$ cat config.mk
export PLATFORM = sky130hd
export DESIGN_NAME = alu_operand_sequencer
export DESIGN_NICKNAME = d
export VERILOG_FILES = /design/src/rtl/alu_operand_sequencer.sv
export SDC_FILE = /design/constraint.sdc
export NUM_CORES = 1
export LEC_CHECK = 0
export ABC_CLOCK_PERIOD_IN_PS = 1890
export BUFFER_PORTS_ARGS = -buffer_cell sky130_fd_sc_hd__buf_2
export CAP_MARGIN = 20
export CORE_ASPECT_RATIO = 1.4
export CORE_UTILIZATION = 45
export DETAILED_ROUTE_END_ITERATION = 8
export PLACE_DENSITY = 0.9
export SKIP_LAST_GASP = 1
export SLEW_MARGIN = 15
export SYNTH_ARGS = -nofsm -noshare
export SYNTH_HDL_FRONTEND = slang
export SYNTH_SLANG_ARGS = --single-unit
$ cat constraint.sdc
create_clock -name clk -period 1.89 [get_ports clk]
set_input_delay 0.2835 -clock clk [delete_from_list [all_inputs] [get_ports clk]]
set_output_delay 0.2835 -clock clk [all_outputs]
set_load 0.1 [all_outputs]
$ cat src/rtl/alu_operand_sequencer.sv
// rtl/alu_operand_sequencer.sv - command/operand sequencer in front of the 5-operand fixed-point ALU
module alu_operand_sequencer #(
    parameter int BUS_WIDTH = 8,
    parameter int CNT_WIDTH = 16
) (
    input  logic                   clk,
    input  logic                   n_reset,
    input  logic                   cmd_valid,
    output logic                   cmd_ready,
    input  logic                   cmd_op,
    input  logic                   in_valid,
    output logic                   in_ready,
    input  logic [BUS_WIDTH-1:0]   in_data,
    output logic [5*BUS_WIDTH-1:0] alu_ops,
    output logic [4:0]             alu_reg_en,
    output logic                   alu_f_add,
    input  logic [BUS_WIDTH-1:0]   alu_result,
    output logic                   out_valid,
    input  logic                   out_ready,
    output logic [BUS_WIDTH-1:0]   out_data,
    output logic                   busy,
    output logic [CNT_WIDTH-1:0]   op_count
);

    typedef enum logic [1:0] {IDLE, LOAD, SETTLE, OUT} state_t;

    state_t     state, state_next;
    logic [2:0] slot, slot_next;
    logic       mode;
    logic       cmd_take, in_take, last_slot;

    // Every lane sees the bus; the one-hot enable picks which ALU register loads.
    assign alu_ops    = {5{in_data}};
    assign cmd_take   = cmd_ready && cmd_valid;
    assign in_take    = in_ready && in_valid;
    assign last_slot  = mode ? (slot == 3'd2) : (slot == 3'd4);
    assign slot_next  = (mode && slot == 3'd0) ? 3'd2 : slot + 3'd1;
    assign alu_reg_en = in_take ? (5'd1 << slot) : 5'd0;
    assign out_valid  = (state == OUT);
    assign busy       = (state != IDLE);

    always_comb begin
        state_next = state;
        cmd_ready  = 1'b0;
        in_ready   = 1'b0;
        case (state)
            IDLE: begin
                cmd_ready = 1'b1;
                if (cmd_valid) state_next = LOAD;
            end
            LOAD: begin
                in_ready = 1'b1;
                if (in_valid && last_slot) state_next = SETTLE;
            end
            SETTLE: state_next = OUT;
            OUT: begin
                // Consuming the result frees the command port in the same cycle.
                cmd_ready = out_ready;
                if (out_ready) state_next = cmd_valid ? LOAD : IDLE;
            end
            default: state_next = IDLE;
        endcase
    end

    always_ff @(posedge clk or negedge n_reset) begin
        if (!n_reset) begin
            state     <= IDLE;
            slot      <= 3'd0;
            mode      <= 1'b0;
            alu_f_add <= 1'b0;
            out_data  <= '0;
            op_count  <= '0;
        end else begin
            state <= state_next;
            if (cmd_take) begin
                mode      <= cmd_op;
                alu_f_add <= cmd_op;
                slot      <= 3'd0;
            end else if (in_take) begin
                slot <= slot_next;
            end
            if (state == SETTLE) out_data <= alu_result;
            if (out_valid && out_ready) op_count <= op_count + CNT_WIDTH'(1);
        end
    end

endmodule

; ---- Word-level counts from Yosys, hierarchy flattened
; Cells that the tools add are included.
[totals]
regBits = 30
inputBits = 22
out_inout_bits = 74
elab_cells = 38
[classes]
addsub = 2
n_eq_ne = 8
n_shift = 1
mux = 12
n_reduce_logical = 10
[op_table]
columns = cell, count
row1 = "adder 16 x 1 -> 16 bit, second input constant", 1
row2 = 2-to-1 mux 3 bit, 3
row3 = case mux 2 bit (4 select lines), 1
row4 = 2-to-1 mux 2 bit, 3
row5 = logical AND 1 bit, 5
row6 = 2-to-1 mux 5 bit, 1
row7 = "left shift 1 x 3 -> 5 bit, first input constant", 1
row8 = "equality test 2 bit, second input constant", 2
row9 = "!= test 2 bit, second input constant", 2
row10 = nonzero test 2 bit, 2
row11 = "adder 3 x 1 -> 3 bit, second input constant", 1
row12 = "equality test 3 x 2 -> 1 bit, second input constant", 1
row13 = "equality test 3 bit, second input constant", 1
row14 = logical NOT 3 bit, 1
row15 = 2-to-1 mux 1 bit, 3
row16 = AND reduction 3 bit, 1
row17 = "equality test 2 x 1 -> 1 bit, second input constant", 1
row18 = logical NOT 2 bit, 1
row19 = "!= test 2 x 1 -> 1 bit, second input constant", 1
row20 = case mux 1 bit (2 select lines), 1

; ---- Depth between registers and ports, before layout
[logic_depth]
ltp_word = 5
depth_mapped = 6
mapped_depth_nobuf = 6

; ---- Worst setup path after synthesis
; No wires, ideal clock.
[synth_timing]
path_type = register -> output
start = register state[1]
end = output alu_reg_en[0]
arrival_time_ns = 4.044
required_time_ns = 1.607
setup_slack_ns = -2.438
path_stages_with_launch = 5
n_path_buf = 0
cell_sequence = dfrtp_1 -> inv_1 -> ha_1 -> nand2_1 -> nor3b_1
[synth_between]
elab_chain_cells = 4
[synth_lines]
columns = item, line
row1 = "start, declared", 27  ; state_t state, state_next;
row2 = "start signal, assigned", 74  ; state <= state_next;
row3 = equality test 2 x 1 -> 1 bit, 46  ; case (state)
row4 = 2-to-1 mux 1 bit, 46
row5 = named net in_ready, 12  ; output logic in_ready,
row6 = logical AND 1 bit, 35  ; assign in_take = in_ready && in_valid;
row7 = 2-to-1 mux 5 bit, 38  ; assign alu_reg_en = in_take ? (5'd1 << slot) : 5'd0;
row8 = "end, declared", 15  ; output logic [4:0] alu_reg_en,
; The timed path passes the listed nets, and every way through them passes these cells.

; ---- Worst setup path in the final report
[layout_timing]
start = register state[1]
end = output alu_reg_en[2]
[layout_between]
elab_chain_cells = 4
[layout_lines]
columns = item, line
row1 = equality test 2 x 1 -> 1 bit, 46
row2 = 2-to-1 mux 1 bit, 46
row3 = logical AND 1 bit, 35
row4 = 2-to-1 mux 5 bit, 38
; Every way passes these cells.

==> impl_metrics.json <==
{
  "rr_endpoint": "mode",
  "r2r_slack_ns": 0.26,
  "cp-end-kind": "output pin",
  "grt_overflow": 0,
  "hold_viol": 0,
  "relSlewSlack_pct": 55.3,
  "drive_gt1_share_pct": 54.4,
  "multiInputGateArea_sq_um": 833,
  "clk_pin_slew_ns": 0.06,
  "die_area_sq_um": 4280,
  "post-route-cell-area_sq_um": 2120,
  "syn_to_final_growth_pct": 17.4,
  "dp_hpwl_microns": 2480,
  "cap_viol_max_count": 0,
  "netlist_area_sq_um": 1810,
  "via_per_inst": 5.04,
  "rr_startpoint": "state[0]",
  "grt_max_degree": 31,
  "cts_buffer_depth": 2,
  "drt_iter0_drc": 34,
  "synthCells": 166,
  "arrival_ns": 1.54,
  "critical_path.startpoint": "state[1]",
  "synth.ff_latch_count": 30,
  "cp.required_ns": 1.61,
  "cts_tree": "yes",
  "crit_path_max_fanout": 10,
  "yosys_warnings": 0,
  "rsz0062_at_grt": "false",
  "dpl-instance-area_sq_um": 2010,
  "die_w_microns": 55.6,
  "tns_ns": 0,
  "diodes": 0,
  "dr.pass1.iters": 4,
  "setup_ws_ns": 0.0677,
  "io_pins": 96,
  "routabilityCongestion": 0.824,
  "root_buffer": "clkbuf_8",
  "core.rowCount": 26,
  "ant_nets": 0,
  "ys_seq_area_share_pct": 41.5,
  "die_y_microns": 77,
  "antenna_found_initial": 0,
  "finalSetupViolCount": 0,
  "synth.distinct_cells": 30,
  "crit_path_start_kind": "flip-flop",
  "htreeDepth": 2,
  "routed_wl_microns": 3250,
  "drc": 0,
  "fmax_mhz": 549,
  "fin_worst_skew_ns": 0.00439,
  "avgSynthCellArea_sq_um": 10.9,
  "place_ws_ns": 0.266,
  "portBuffers": 47,
  "clock_latency_ns": 0.28,
  "min_period_ns": 1.82,
  "reg2regPathDepth": 6,
  "grt_pass1_vias": 1147,
  "wire_per_inst_microns": 14.5,
  "core_area_sq_um": 3740,
  "path_class": "flip-flop to output pin",
  "grt_pass1_wl_microns": 5260,
  "finalCritPeriodShare_pct": 96.4,
  "status": "completed",
  "cts_buffers": 5,
  "ff_latch_area_sq_um": 764,
  "grt_util_all_layers_pct": 15.9,
  "nets": 214,
  "via_count": 1130,
  "nFillCells": 307,
  "postCtsHoldBufs": 0,
  "min-delay-path-class": "input pin to async pin",
  "initial_core_util_pct": 48.3,
  "cts_sinks": 30,
  "max_slew.worst_pin.slew_ns": 0.671,
  "syn-num-nets": 199,
  "drv_slew": 0
}
-- worst max path at each step --
stage / to / depth (start not counted)
after global placement: mode / 6
after floorplan: mode / 6
after CTS: alu_reg_en[2] / 5
final: alu_reg_en[2] / 5
after detailed placement: mode / 6
after global routing: cmd_ready / 5
-- cell families after synthesis --
kind of cell,share of synthesized area [%]
adders and majority gates,7.61
muxes,6.85
xor gates and xnor gates,7.27
AOI/OAI and AO/OA,4.08
buffers and inverters,18.7
and+or+nand+nor,14.0
DFF,41.5
-- per-layer routing --
layer  share of wire, %  track usage [%]  up-vias
li1                   -                -      552
met1                 38             15.7      531
met5                  0                0        -
met2                 53             28.8       41
met4                1.4             8.00        0
met3                7.0             5.56        6
-- synth_stat cells --
master,count,area share [%]
and2_1,2,0.69
xor2_1,2,0.97
ha_1,11,7.6
a21oi_2,1,0.48
nand2_2,1,0.35
nor3b_2,1,0.69
xnor2_1,13,6.3
nor3_1,3,0.83
and4_1,2,0.97
o22ai_1,1,0.35
dfrtp_1,30,42
nor3b_1,4,1.7
and4_2,1,0.55
nand4_2,1,0.69
nand4_1,2,0.69
o211ai_2,1,0.69
and3_1,1,0.35
and3b_1,2,0.97
mux2_1,2,1.2
nand2_1,8,1.7
clkbuf_1,1,0.21
nor2_1,5,1.0
nor4_4,1,1.2
a211oi_1,3,1.2
a2bb2oi_1,1,0.48
a21oi_1,3,0.83
mux2_2,9,5.6
buf_4,41,17
inv_1,7,1.5
nand3_1,6,1.7
-- metrics by stage --
step / utilization, % / instances / hold WS, ns
after floorplan: - / 166 / -0.0121
after global placement: 53.8 / 214 / 0.350
after detailed placement: 53.8 / 214 / 0.358
after CTS: 56.3 / 222 / 0.0549
after global routing: 56.7 / 224 / 0.0736
final: 56.7 / 224 / 0.0357
-- layout make-up --
class | instances | share of cell area, %
clock buffers | 7 | 4.07
clock inverters | 1 | 0.236
inverters | 7 | 1.53
multi-input cells | 87 | 39.3
flip-flops and latches | 30 | 36.0
well taps | 42 | 2.48
repair buffers | 50 | 16.4
-- worst max-delay path, stage by stage (launching register included) --
cell     delay [ns]
dfrtp_2        0.43
inv_4          0.09
ha_4           0.18
nand2_8        0.10
nor3b_4        0.26
buf_12         0.21
-- state kept, by name (all words and copies together), names as in the netlist --
signal,count
out_data,8
state,2
slot,3
op_count,16
mode,1
-- placed cells by master, fill, tap and decap left out, types with 2 or more instances in the layout --
cell,netlist,final
nand3_1,6,6
buf_2,0,41
mux2_2,9,9
xnor2_1,13,13
ha_1,11,8
nand4_1,2,2
and4_1,2,2
dfrtp_1,30,19
and3b_1,2,2
buf_4,41,3
a211oi_1,3,3
clkbuf_8,0,6
dfrtp_2,0,11
inv_1,7,4
nor3_1,3,3
nand2_1,8,7
ha_4,0,3
buf_12,0,6
nor3b_4,0,3
xor2_1,2,2
a21oi_1,3,2
nor2_1,5,4
-- timing repair --
item | CTS | global route
setup endpoints to repair | 1 | 3
pin swaps | 1 | 1
gates resized for setup | 1 | 1
buffers inserted | 0 | 2
Power is left out: the tool's default activity adds up to more than one toggle a clock period on the data nets, which glitch-free logic cannot reach.
